`config.mk`:
```
export PLATFORM = sky130hd
export DESIGN_NAME = aac_sample_fifo_mc
export DESIGN_NICKNAME = d
export VERILOG_FILES = /design/src/rtl/aac_stream_pkg.sv /design/src/rtl/aac_chan_fifo.sv /design/src/rtl/aac_sample_fifo_mc.sv
export SDC_FILE = /design/constraint.sdc
export NUM_CORES = 1
export LEC_CHECK = 0
export CAP_MARGIN = 20
export CORE_MARGIN = 10
export CORE_UTILIZATION = 35
export DETAILED_ROUTE_END_ITERATION = 8
export GPL_TIMING_DRIVEN = 1
export SETUP_SLACK_MARGIN = 0.3
export SYNTH_ARGS = -nofsm -noshare
export SYNTH_HDL_FRONTEND = slang
export SYNTH_SLANG_ARGS = --single-unit
```
`constraint.sdc`:
```
create_clock -name clk_i -period 2.44 [get_ports clk_i]
set_input_delay 0.366 -clock clk_i [delete_from_list [all_inputs] [get_ports clk_i]]
set_output_delay 0.366 -clock clk_i [all_outputs]
set_load 0.1 [all_outputs]
```
`src/rtl/aac_stream_pkg.sv`:
```
// Shared definitions for the AAC multi-channel sample stream.
// Provides arbitration mode constants, the default PCM sample width, the
// packed sample record (error tag + PCM data) and the grant-lock state type.
package aac_stream_pkg;

  localparam int unsigned ARB_RR         = 0;  // round-robin arbitration
  localparam int unsigned ARB_PRIO       = 1;  // fixed priority, channel 0 highest
  localparam int unsigned DATA_W_DEFAULT = 16;

  typedef struct packed {
    logic                      err;
    logic [DATA_W_DEFAULT-1:0] data;
  } sample_t;

  // StLocked: a grant has been presented and is held until accepted.
  typedef enum logic {
    StFree,
    StLocked
  } grant_st_e;

endpackage

```
`src/rtl/aac_chan_fifo.sv`:
```
// Single-channel circular sample buffer.
// Ports:
//   clk_i, reset_i  - clock, asynchronous active-high reset
//   flush_i         - synchronous clear; dominates push and pop
//   push_i, wdata_i - write request and {err, data} word
//   pop_i, rdata_o  - read request and head-of-queue word
//   full_o, empty_o - occupancy flags
//   level_o         - current entry count, 0..DEPTH
module aac_chan_fifo #(
  parameter int unsigned DEPTH = 4,
  parameter int unsigned WIDTH = 17,
  parameter int unsigned LVL_W = $clog2(DEPTH + 1)
) (
  input  logic             clk_i,
  input  logic             reset_i,
  input  logic             flush_i,
  input  logic             push_i,
  input  logic [WIDTH-1:0] wdata_i,
  input  logic             pop_i,
  output logic [WIDTH-1:0] rdata_o,
  output logic             full_o,
  output logic             empty_o,
  output logic [LVL_W-1:0] level_o
);

  localparam int unsigned PTR_W = (DEPTH > 1) ? $clog2(DEPTH) : 1;

  logic [WIDTH-1:0] mem_q [DEPTH];
  logic [PTR_W-1:0] wr_ptr_q, wr_ptr_d;
  logic [PTR_W-1:0] rd_ptr_q, rd_ptr_d;
  logic [LVL_W-1:0] count_q, count_d;
  logic             push_w, pop_w;

  assign full_o  = (count_q == LVL_W'(DEPTH));
  assign empty_o = (count_q == '0);
  assign level_o = count_q;
  assign rdata_o = mem_q[rd_ptr_q];

  // Guard locally so a stray request can never corrupt the pointers.
  assign push_w = push_i && !full_o && !flush_i;
  assign pop_w  = pop_i && !empty_o && !flush_i;

  always_comb begin
    wr_ptr_d = wr_ptr_q;
    rd_ptr_d = rd_ptr_q;
    count_d  = count_q;
    if (flush_i) begin
      wr_ptr_d = '0;
      rd_ptr_d = '0;
      count_d  = '0;
    end else begin
      // Explicit wrap so DEPTH need not be a power of two.
      if (push_w) wr_ptr_d = (wr_ptr_q == PTR_W'(DEPTH - 1)) ? '0 : wr_ptr_q + 1'b1;
      if (pop_w)  rd_ptr_d = (rd_ptr_q == PTR_W'(DEPTH - 1)) ? '0 : rd_ptr_q + 1'b1;
      if (push_w && !pop_w)      count_d = count_q + 1'b1;
      else if (pop_w && !push_w) count_d = count_q - 1'b1;
    end
  end

  always_ff @(posedge clk_i or posedge reset_i) begin
    if (reset_i) begin
      wr_ptr_q <= '0;
      rd_ptr_q <= '0;
      count_q  <= '0;
    end else begin
      wr_ptr_q <= wr_ptr_d;
      rd_ptr_q <= rd_ptr_d;
      count_q  <= count_d;
    end
  end

  // Storage is never read while empty, so it needs no reset.
  always_ff @(posedge clk_i) begin
    if (push_w) mem_q[wr_ptr_q] <= wdata_i;
  end

endmodule

```
`src/rtl/aac_sample_fifo_mc.sv`:
```
// Multi-channel sample buffer merging per-channel PCM streams into one
// sample/error stream, with round-robin or fixed-priority output arbitration.
// Ports:
//   clk_i, reset_i     - clock, asynchronous active-high reset
//   flush_i            - synchronous clear of all FIFOs and the arbiter
//   in_valid_i/in_ready_o/in_data_i/in_err_i - per-channel push interface
//   out_valid_o/out_ready_i/out_data_o/out_ch_o/out_err_o - merged output
//   level_o            - per-channel occupancy, LVL_W bits per channel
module aac_sample_fifo_mc import aac_stream_pkg::*; #(
  parameter int unsigned DATA_W   = DATA_W_DEFAULT,
  parameter int unsigned DEPTH    = 4,
  parameter int unsigned N_CH     = 2,
  parameter int unsigned ARB_MODE = ARB_RR,
  localparam int unsigned CH_W    = (N_CH > 1) ? $clog2(N_CH) : 1,
  localparam int unsigned LVL_W   = $clog2(DEPTH + 1)
) (
  input  logic                    clk_i,
  input  logic                    reset_i,
  input  logic                    flush_i,
  input  logic [N_CH-1:0]         in_valid_i,
  output logic [N_CH-1:0]         in_ready_o,
  input  logic [N_CH*DATA_W-1:0]  in_data_i,
  input  logic [N_CH-1:0]         in_err_i,
  output logic                    out_valid_o,
  input  logic                    out_ready_i,
  output logic [DATA_W-1:0]       out_data_o,
  output logic [CH_W-1:0]         out_ch_o,
  output logic                    out_err_o,
  output logic [N_CH*LVL_W-1:0]   level_o
);

  localparam int unsigned SW = DATA_W + 1;

  logic [N_CH-1:0] full, empty, push, pop;
  logic [SW-1:0]   head [N_CH];
  logic [SW-1:0]   head_sel;
  logic            out_pop;

  grant_st_e       st_q, st_d;
  logic [CH_W-1:0] gnt_q, gnt_d, gnt, pick;
  logic [CH_W-1:0] rr_ptr_q, rr_ptr_d;
  logic            found;
  int unsigned     idx;

  for (genvar c = 0; c < N_CH; c++) begin : g_ch
    // Independent of out_ready: a full FIFO refuses even if it pops this cycle.
    assign in_ready_o[c] = !full[c] && !flush_i && !reset_i;
    assign push[c]       = in_valid_i[c] && in_ready_o[c];
    assign pop[c]        = out_pop && (gnt == CH_W'(c));

    aac_chan_fifo #(
      .DEPTH (DEPTH),
      .WIDTH (SW),
      .LVL_W (LVL_W)
    ) u_fifo (
      .clk_i   (clk_i),
      .reset_i (reset_i),
      .flush_i (flush_i),
      .push_i  (push[c]),
      .wdata_i ({in_err_i[c], in_data_i[c*DATA_W +: DATA_W]}),
      .pop_i   (pop[c]),
      .rdata_o (head[c]),
      .full_o  (full[c]),
      .empty_o (empty[c]),
      .level_o (level_o[c*LVL_W +: LVL_W])
    );
  end

  // Candidate grant for when no grant is locked.
  always_comb begin
    pick  = '0;
    found = 1'b0;
    idx   = 0;
    for (int unsigned i = 0; i < N_CH; i++) begin
      if (ARB_MODE == ARB_PRIO) begin
        idx = i;
      end else begin
        idx = int'(rr_ptr_q) + i;
        if (idx >= N_CH) idx = idx - N_CH;
      end
      if (!found && !empty[idx]) begin
        pick  = CH_W'(idx);
        found = 1'b1;
      end
    end
  end

  assign gnt         = (st_q == StLocked) ? gnt_q : pick;
  assign out_valid_o = |(~empty);
  assign out_pop     = out_valid_o && out_ready_i && !flush_i;
  assign head_sel    = head[gnt];
  assign out_data_o  = out_valid_o ? head_sel[DATA_W-1:0] : '0;
  assign out_err_o   = out_valid_o ? head_sel[DATA_W] : 1'b0;
  assign out_ch_o    = out_valid_o ? gnt : '0;

  // Grant lock: a presented grant is frozen until the sink accepts it.
  always_comb begin
    st_d     = st_q;
    gnt_d    = gnt_q;
    rr_ptr_d = rr_ptr_q;
    if (flush_i) begin
      st_d     = StFree;
      gnt_d    = '0;
      rr_ptr_d = '0;
    end else if (out_pop) begin
      st_d     = StFree;
      rr_ptr_d = (gnt == CH_W'(N_CH - 1)) ? '0 : gnt + 1'b1;
    end else if (out_valid_o) begin
      st_d  = StLocked;
      gnt_d = gnt;
    end
  end

  always_ff @(posedge clk_i or posedge reset_i) begin
    if (reset_i) begin
      st_q     <= StFree;
      gnt_q    <= '0;
      rr_ptr_q <= '0;
    end else begin
      st_q     <= st_d;
      gnt_q    <= gnt_d;
      rr_ptr_q <= rr_ptr_d;
    end
  end

endmodule

```
==> results of run 1 <==
cell usage in the layout, fill, tap and decap left out, types with 5 or more instances in the layout:
cell type and instances:
a21oi_4 18, buf_12 33, buf_4 29, buf_6 9
clkbuf_16 17, clkdlybuf4s50_1 39, clkinv_2 5, dfrtp_1 11
edfxtp_1 136, ha_1 9, inv_1 11, mux4_2 34
nand2_1 42, nor2_1 13
kinds of logic after synthesis:
logic type               Yosys count  synth area share
adder cells (fa/ha/maj)           11            0.0242
AO/OA/AOI/OAI                     34            0.0359
AND/OR/NAND/NOR                   91            0.0704
buffers and inverters             28            0.0181
XOR/XNOR                           5           0.00694
multiplexers                      39             0.130
flip-flops                       153             0.715
per-stage QoR:
step / setup WS, ns / setup TNS, ns / cell area [um^2] / util
floorplan: -0.308 / -12.09 / 6580 / -
global placement: -0.115 / -0.213 / 8010 / 0.449
detailed placement: -0.215 / -0.341 / 8010 / 0.449
CTS: -0.162 / -2.38 / 8680 / 0.486
global route: -0.203 / -2.88 / 8810 / 0.494
finish: -0.0812 / -0.877 / 8810 / 0.494
worst paths after layout:
path                                               to  slack [ns]
setup reg to reg            g_ch[0].u_fifo.level_o[2]        0.01
max in group asynchronous   g_ch[1].u_fifo.level_o[1]        1.74
hold reg to reg            g_ch[1].u_fifo.rd_ptr_q[1]        0.54
min in group clk_i         g_ch[1].u_fifo.rd_ptr_q[1]        0.54
hold / removal              g_ch[0].u_fifo.level_o[0]        0.48
setup / recovery                        out_data_o[5]       -0.08
flip-flops by register name (all words and copies together) (netlist names):
name / count
gnt_q: 1
g_ch.u_fifo.rd_ptr_q: 4
g_ch.u_fifo.level_o: 6
st_q: 1
rr_ptr_q: 1
g_ch.u_fifo.mem_q: 136
g_ch.u_fifo.wr_ptr_q: 4
routing by layer:
layer / GRT usage / part of all wire
met5: 0 / 0
met4: 0.0490 / 0.017
met3: 0.0341 / 0.038
met2: 0.190 / 0.52
met1: 0.138 / 0.43
worst register-to-register path: cells and delay by family, from the launching register on:
kind	cells	cell delay (ns)
simple gates	3	0.85
flops	1	0.49
compound gates	2	0.53
fa+ha+maj	1	0.34
buf+inv	1	0.12
timing repair:
action / CTS / global route
setup endpoints to repair: 23 / 23
gates cloned: 1 / 0
pin swaps: 12 / 6
buffers inserted: 5 / 9
resized for setup: 12 / 19
final cells by class:
| class | count | area, um^2 | area share |
|---|---|---|---|
| clock inverters | 12 | 104 | 0.0118 |
| well taps | 229 | 287 | 0.0325 |
| repair buffers | 111 | 1400 | 0.159 |
| diodes | 1 | 2.50 | 0.000284 |
| multi-input cells | 180 | 2010 | 0.228 |
| clock buffers | 18 | 429 | 0.0487 |
| inverters | 12 | 50.0 | 0.00568 |
| flip-flops and latches | 153 | 4530 | 0.514 |
==> results.sh, run 1 <==
export IMPL_crit_arrival_ns=2.16
export IMPL_grt_max_degree=21
export IMPL_hold_path_class="in -> async"
export IMPL_crit_type="reg -> out"
export IMPL_cp_max_fo=20
export IMPL_routedWlPerCell_um=18.8
export IMPL_reg2regPathDepth=7
export IMPL_ant_nets=0
export IMPL_grt_usage=0.115
export IMPL_overflow=0
export IMPL_synth_edf_count=136
export IMPL_slowest_stage="dfrtp_4"
export IMPL_grt_pass1_vias=3710
export IMPL_synthMostInstantiatedCell="edfxtp_1"
export IMPL_drt_initial_drc_count=228
export IMPL_yosys_warnings=0
export IMPL_crit_top_cell="buf_12"
export IMPL_critPathTopFamily="buffers and inverters"
export IMPL_ys_seq_area_frac=0.715
export IMPL_core_area_um2=17800
export IMPL_syn_area_um2=6310
export IMPL_synth_top_cell_area_share=0.647
export IMPL_cts_tree="yes"
export IMPL_ys_types=40
export IMPL_fin_crit_sh=1.03
export IMPL_path_buf_inv=3
export IMPL_max_slew_margin_rel=0.776
export IMPL_cts_sinks=153
export IMPL_rows=49
export IMPL_ys_top_cells_by_area="edfxtp_1 (65%), mux4_2 (12%), dfrtp_1 (6.7%)"
export IMPL_syn2layout_area_growth_pct=39.8
export IMPL_slowest_delay_ns=0.49
export IMPL_r2r_start="g_ch[1].u_fifo.level_o[1]"
export IMPL_viasPerCell=4.89
export IMPL_max_cap_violations=0
export IMPL_portBuffers=66
export IMPL_boundaryPins=67
export IMPL_htreeDepth=4
export IMPL_cp_num_cells=7
export IMPL_hold_viol=0
export IMPL_die_area_um2=23800
export IMPL_startpoint="g_ch[1].u_fifo.level_o[1]"
export IMPL_clk_path_buf_depth=2
export IMPL_die_w_um=154
export IMPL_totalWireLength_um=13500
export IMPL_drv_slew=0
export IMPL_setup_ws_ns=-0.0812
export IMPL_critPathCaptureType="output port"
export IMPL_ys_flop_type="edfxtp_1"
export IMPL_fmax_ghz=0.397
export IMPL_cts_root_buffer="clkbuf_16"
export IMPL_status="finished with violations"
export IMPL_synth_common_cells="edfxtp_1 (136), nand2_1 (43), mux4_2 (34), a21oi_1 (24), dfrtp_1 (17)"
export IMPL_synth_top_area_cell="edfxtp_1"
export IMPL_clkTransAtPathRegs_ns=0.06
export IMPL_filler_cell_count=1448
export IMPL_gp_congestion=0.750
export IMPL_synth_seq_cells=153
export IMPL_setup_violations=17
export IMPL_antenna_found_initial=1
export IMPL_clock_latency_ns=0.42
export IMPL_placed_cells=670
export IMPL_die_h_um=154
export IMPL_grt_pass1_wl_um=21000
export IMPL_drc=0
export IMPL_rsz0062_at_grt="yes"
export IMPL_start_util=0.354
export IMPL_netlist_instances=361
export IMPL_finalNonFillerCells=716
export IMPL_startpoint_type="flop"
export IMPL_critPathRequiredTime_ns=2.07
export IMPL_fin_skew_ns=0.00620
export IMPL_firstDrtPassIters=4
export IMPL_synth_nets=412
export IMPL_worst_pin_slew_ns=0.334
export IMPL_syn_area_per_cell_um2=17.5
export IMPL_whs_ns=0.478
export IMPL_async_flop_share=0.111
export IMPL_numCtsBuffers=17
export IMPL_cp_cell_sequence="buf_6 > nor3_4 > o31a_1 > buf_12 > nand2_1 > a21oi_4 > buf_12"
export IMPL_place_hpwl_um=9250
export IMPL_violations="negative setup slack"
export IMPL_cts_hold_buffers_added=0
export IMPL_vias=3499
export IMPL_drive_gt1_frac=0.389
export IMPL_nNetsFinal=526
export IMPL_finalCriticalPeriod_ns=2.52
Power of run 1 is not shown: default switching activity piles up to over one toggle a cycle in this logic, so the estimate is an artifact.
==> run 2: changes to the inputs <==
--- a/config.mk
+++ b/config.mk
@@ -10,7 +10,7 @@
 export CORE_UTILIZATION = 35
 export DETAILED_ROUTE_END_ITERATION = 8
 export GPL_TIMING_DRIVEN = 1
-export SETUP_SLACK_MARGIN = 0.3
+export SETUP_SLACK_MARGIN = 0.4
 export SYNTH_ARGS = -nofsm -noshare
 export SYNTH_HDL_FRONTEND = slang
 export SYNTH_SLANG_ARGS = --single-unit
==> results.sh, run 2 (synthesis gave the netlist of run 1 again) <==
export IMPL_status="finished with violations"
export IMPL_violations="negative setup slack"
export IMPL_finalInstanceArea_um2=8940
export IMPL_max_cap_violations=0
export IMPL_overflow=0
export IMPL_critPathTopFamily="buffers and inverters"
export IMPL_wl_met1_um=6010
export IMPL_die_h_um=154
export IMPL_crit_arrival_ns=2.16
export IMPL_die_area_um2=23800
export IMPL_setup_violations=18
export IMPL_gp_congestion=0.824
export IMPL_post_dp_cell_area_um2=8020
export IMPL_wl_met3_um=528
export IMPL_dp_slack_ns=-0.198
export IMPL_clk_path_buf_depth=2
export IMPL_die_w_um=154
export IMPL_hold_viol=0
export IMPL_path_buf_inv=3
export IMPL_fin_skew_ns=0.00568
export IMPL_startpoint="g_ch[1].u_fifo.level_o[0]"
export IMPL_totalWireLength_um=14100
export IMPL_cts_root_buffer="clkbuf_16"
export IMPL_antenna_cells=0
export IMPL_reg2reg_to="g_ch[0].u_fifo.level_o[2]"
export IMPL_cp_cell_sequence="buf_6 > nor3_4 > o31a_1 > buf_12 > nand2_1 > a21oi_4 > buf_12"
export IMPL_clkTransAtPathRegs_ns=0.06
export IMPL_routedWlPerCell_um=19.5
export IMPL_drc=0
export IMPL_viasPerCell=4.87
export IMPL_rows=49
export IMPL_r2r_start="g_ch[1].u_fifo.level_o[1]"
export IMPL_start_util=0.354
export IMPL_whs_ns=0.499
export IMPL_nNetsFinal=530
export IMPL_grt_max_degree=21
export IMPL_fin_crit_sh=1.03
export IMPL_firstDrtPassIters=4
export IMPL_mostFrequentLayoutCells="edfxtp_1 (136), nand2_1 (40), clkdlybuf4s50_1 (39), mux4_2 (34), buf_12 (34)"
export IMPL_boundaryPins=67
export IMPL_reg2reg_slack_ns=0.08
export IMPL_critPathCaptureType="output port"
export IMPL_cp_max_fo=18
export IMPL_vias=3512
export IMPL_top_register="g_ch.u_fifo.mem_q"
export IMPL_htreeDepth=4
export IMPL_place_hpwl_um=9360
export IMPL_grt_pass1_wl_um=22100
export IMPL_antenna_found_initial=0
export IMPL_critPathRequiredTime_ns=2.07
export IMPL_drv_slew=0
export IMPL_startpoint_type="flop"
export IMPL_finalCriticalPeriod_ns=2.52
export IMPL_core_area_um2=17800
export IMPL_clock_latency_ns=0.42
export IMPL_crit_type="reg -> out"
export IMPL_met2_length_um=7270
export IMPL_syn2layout_area_growth_pct=41.8
export IMPL_slowest_stage="dfrtp_4"
export IMPL_largest_register_ffs=136
export IMPL_hold_path_class="in -> async"
export IMPL_slowest_delay_ns=0.47
export IMPL_top_layer_used="met4"
export IMPL_max_slew_margin_rel=0.803
export IMPL_worst_pin_slew_ns=0.294
export IMPL_grt_pass1_vias=3788
export IMPL_layout_commonest_cell="edfxtp_1"
export IMPL_cts_hold_buffers_added=0
export IMPL_cts_sinks=153
export IMPL_drive_gt1_frac=0.407
export IMPL_rsz0062_at_grt="yes"
export IMPL_utilization=0.501
export IMPL_crit_top_cell="buf_12"
export IMPL_numCtsBuffers=17
export IMPL_reg2regPathDepth=7
export IMPL_drt_initial_drc_count=234
export IMPL_cts_tree="yes"
export IMPL_setup_ws_ns=-0.0815
export IMPL_fmax_ghz=0.397
export IMPL_ant_nets=0
export IMPL_grt_usage=0.121
export IMPL_portBuffers=66
## run 2: worst max-delay path by stage
stage	end	slack (ns)	depth (start not counted)
final	out_data_o[0]	-0.08	7
after global placement	g_ch[1].u_fifo.level_o[2]	-0.11	9
after global routing	out_data_o[5]	-0.18	7
after detailed placement	g_ch[1].u_fifo.level_o[2]	-0.20	9
after CTS	out_data_o[5]	-0.13	7
after floorplan	g_ch[0].u_fifo.level_o[2]	-0.31	6
## run 2: final cells by class
cell class	instances	area, um^2
fillers	1450	8900
clock inverters	15	176
flip-flops and latches	153	4530
inverters	12	48.8
well taps	229	287
multi-input cells	180	2030
clock buffers	17	425
repair buffers	115	1450
## run 2: tightest hold or removal path, stage by stage
cell and delay [ns]:
clkdlybuf4s50_1 0.42, buf_4 0.17, inv_1 0.07, buf_4 0.26
## run 2: repair_timing
action,4_1_cts,5_1_grt
endpoints found under the setup margin,28,27
hold endpoints to repair,0,0
resized for setup,16,15
setup buffers,10,6
pin swaps,10,2
cloned,2,0
## run 2: metrics by stage
step | instances | setup TNS (ns)
finish | 721 | -0.942
global route | 721 | -2.38
CTS | 715 | -1.77
detailed placement | 671 | -0.346
global placement | 671 | -0.206
floorplan | 361 | -12.09
## run 2: routing by layer
metal / vias up / global-route usage
li1: 1634 / -
met1: 1797 / 0.151
met2: 66 / 0.200
met3: 15 / 0.0247
met4: 0 / 0.0508
met5: - / 0
Power of run 2 is left out for the same reason.
==> run 3: changes to the inputs <==
--- a/config.mk
+++ b/config.mk
@@ -5,11 +5,13 @@
 export SDC_FILE = /design/constraint.sdc
 export NUM_CORES = 1
 export LEC_CHECK = 0
+export ABC_AREA = 1
 export CAP_MARGIN = 20
 export CORE_MARGIN = 10
 export CORE_UTILIZATION = 35
 export DETAILED_ROUTE_END_ITERATION = 8
 export GPL_TIMING_DRIVEN = 1
+export PLACE_DENSITY = 0.61
 export SETUP_SLACK_MARGIN = 0.4
 export SYNTH_ARGS = -nofsm -noshare
 export SYNTH_HDL_FRONTEND = slang
==> results.sh, run 3 <==
export IMPL_synth_top_family_by_area="simple AND/OR/NAND/NOR gates"
export IMPL_totalWireLength_um=16800
export IMPL_fmax_ghz=0.402
export IMPL_nNetsFinal=718
export IMPL_finalNonFillerCells=911
export IMPL_ff_latch_area_um2=4530
export IMPL_r2r_start="g_ch[0].u_fifo.level_o[1]"
export IMPL_crit_top_cell="buf_12"
export IMPL_ant_nets=0
export IMPL_core_area_um2=18100
export IMPL_rsz0062_at_grt="yes"
export IMPL_grt_max_degree=37
export IMPL_reg2regPathDepth=18
export IMPL_grt_usage=0.140
export IMPL_layout_commonest_cell="edfxtp_1"
export IMPL_cp_cell_sequence="nor2_4 > a21oi_2 > nand2_4 > nand2_8 > buf_12 > buf_4 > a311oi_4 > buf_12"
export IMPL_cts_sinks=153
export IMPL_max_slew_margin_rel=0.521
export IMPL_cts_tree="yes"
export IMPL_grt_pass1_wl_um=26300
export IMPL_numCtsBuffers=17
export IMPL_cts_hold_buffers_added=0
export IMPL_synth_top_area_cell="edfxtp_1"
export IMPL_synthAdderAreaFrac=0.0234
export IMPL_syn_area_um2=6540
export IMPL_synth_top_cell_area_share=0.625
export IMPL_clock_latency_ns=0.42
export IMPL_cp_max_fo=13
export IMPL_ys_top_cells_by_area="edfxtp_1 (62%), dfrtp_1 (6.5%), nand2_1 (5.6%)"
export IMPL_viasPerCell=5.07
export IMPL_hold_viol=0
export IMPL_setup_ws_ns=-0.0481
export IMPL_boundaryPins=67
export IMPL_clkTransAtPathRegs_ns=0.06
export IMPL_violations="negative setup slack"
export IMPL_utilization=0.522
export IMPL_worst_pin_slew_ns=0.717
export IMPL_synth_seq_cells=153
export IMPL_synthMuxAreaShare=0
export IMPL_async_flop_share=0.111
export IMPL_filler_cell_count=1464
export IMPL_critPathRequiredTime_ns=2.07
export IMPL_crit_arrival_ns=2.12
export IMPL_hold_path_class="in -> async"
export IMPL_crit_type="reg -> out"
export IMPL_grt_pass1_vias=4908
export IMPL_yosys_warnings=0
export IMPL_synth_compound_area_frac=0.0846
export IMPL_critPathCaptureType="output port"
export IMPL_drt_initial_drc_count=370
export IMPL_vias=4619
export IMPL_fin_tns_setup_ns=-0.231
export IMPL_finalCriticalPeriod_ns=2.49
export IMPL_routedWlPerCell_um=18.4
export IMPL_multi_input_area_um2=2290
export IMPL_start_util=0.360
export IMPL_antenna_found_initial=2
export IMPL_cts_root_buffer="clkbuf_16"
export IMPL_htreeDepth=4
export IMPL_fin_skew_ns=0.00691
export IMPL_netlist_instances=555
export IMPL_drc=0
export IMPL_synth_common_cells="edfxtp_1 (136), nand2_1 (98), nor2_1 (85), o21ai_0 (43), nand3_1 (39)"
export IMPL_reg2reg_slack_ns=0.15
export IMPL_rows=49
export IMPL_largest_register_ffs=136
export IMPL_startpoint_type="flop"
export IMPL_ys_flop_type="edfxtp_1"
export IMPL_synth_edf_count=136
export IMPL_firstDrtPassIters=5
export IMPL_slowest_delay_ns=0.50
export IMPL_status="finished with violations"
export IMPL_mostFrequentLayoutCells="edfxtp_1 (136), nand2_1 (92), nor2_1 (73), o21ai_0 (41)"
export IMPL_portBuffers=66
export IMPL_die_h_um=157
export IMPL_setup_violations=13
export IMPL_overflow=0
export IMPL_clk_path_buf_depth=2
export IMPL_max_cap_violations=0
export IMPL_fin_crit_sh=1.02
export IMPL_ys_seq_area_frac=0.690
export IMPL_die_w_um=157
export IMPL_ys_types=31
export IMPL_synth_nets=606
export IMPL_gp_congestion=0.852
export IMPL_die_area_um2=24500
export IMPL_top_register="g_ch.u_fifo.mem_q"
export IMPL_slowest_stage="dfrtp_4"
export IMPL_syn2layout_area_growth_pct=45.1
export IMPL_place_hpwl_um=10400
export IMPL_reg2reg_to="g_ch[0].u_fifo.level_o[2]"
export IMPL_synth_xor_area_frac=0.00402
export IMPL_synth_simple_area_share=0.154
export IMPL_placed_cells=852
export IMPL_drv_slew=0
export IMPL_synthMostInstantiatedCell="edfxtp_1"
export IMPL_drive_gt1_frac=0.290
export IMPL_syn_area_per_cell_um2=11.8
run 3: cell count changes in the layout (fill, tap and decap cells not counted), sizes merged, moves of 5 or more:
cell	change
a311oi	+17
and3	-9
clkinvlp	-5
inv	+22
mux4	-34
nand2	+64
nand3	+39
nor2	+73
o21ai	+42
run 3: how the worst max path moves through the flow:
stage	from	end	slack [ns]	cells past startpoint
3_3_place_gp	flush_i	g_ch[0].u_fifo.level_o[2]	0.08	14
3_5_place_dp	flush_i	g_ch[0].u_fifo.level_o[2]	0.04	14
2_1_floorplan	g_ch[0].u_fifo.level_o[1]	out_data_o[10]	-0.26	9
6_report	g_ch[1].u_fifo.level_o[0]	out_data_o[13]	-0.05	8
4_1_cts	g_ch[0].u_fifo.level_o[1]	out_data_o[4]	-0.06	9
5_1_grt	g_ch[1].u_fifo.level_o[0]	out_data_o[13]	-0.11	8
run 3: routing by layer:
| metal | vias up | GRT usage | part of all wire |
|---|---|---|---|
| met3 | 31 | 0.0313 | 0.044 |
| li1 | 2167 | - | - |
| met2 | 117 | 0.241 | 0.52 |
| met1 | 2304 | 0.161 | 0.41 |
| met4 | 0 | 0.0719 | 0.028 |
| met5 | - | 0 | 0 |
run 3: metrics by stage:
| step | hold slack [ns] | setup slack (ns) | area, um^2 |
|---|---|---|---|
| final | 0.411 | -0.0481 | 9480 |
| after global routing | 0.462 | -0.107 | 9480 |
| after CTS | 0.408 | -0.0565 | 9390 |
| after detailed placement | 0.536 | 0.0380 | 8270 |
| after global placement | 0.536 | 0.0756 | 8270 |
| after floorplan | 0.292 | -0.256 | 6970 |
run 3: cell families after synthesis:
logic type | count (synthesis)
XOR/XNOR | 3
adder cells (fa/ha/maj) | 11
AO/OA/AOI/OAI | 84
buffers and inverters | 64
flip-flops | 153
AND/OR/NAND/NOR | 240
run 3: final cells by class:
| class | count | share of cell area |
|---|---|---|
| Clock buffer | 19 | 0.0457 |
| Tap cell | 229 | 0.0302 |
| Antenna cell | 2 | 0.000528 |
| Sequential cell | 153 | 0.478 |
| Timing Repair Buffer | 119 | 0.156 |
| Clock inverter | 13 | 0.0276 |
| Multi-Input combinational cell | 338 | 0.241 |
| Inverter | 38 | 0.0203 |
run 3: what timing repair did:
action	CTS	global route
resized for setup	54	17
pin swaps	23	10
setup endpoints to repair	23	25
gates cloned	2	0
buffers inserted	20	3
run 3: critical path: cells and delay by family (launching register included):
family	cells	cell delay [ns]
buffers and inverters	3	0.54
flip-flops	1	0.50
AO/OA/AOI/OAI	2	0.36
AND/OR/NAND/NOR	3	0.29
Power of run 3 is left out for the same reason.
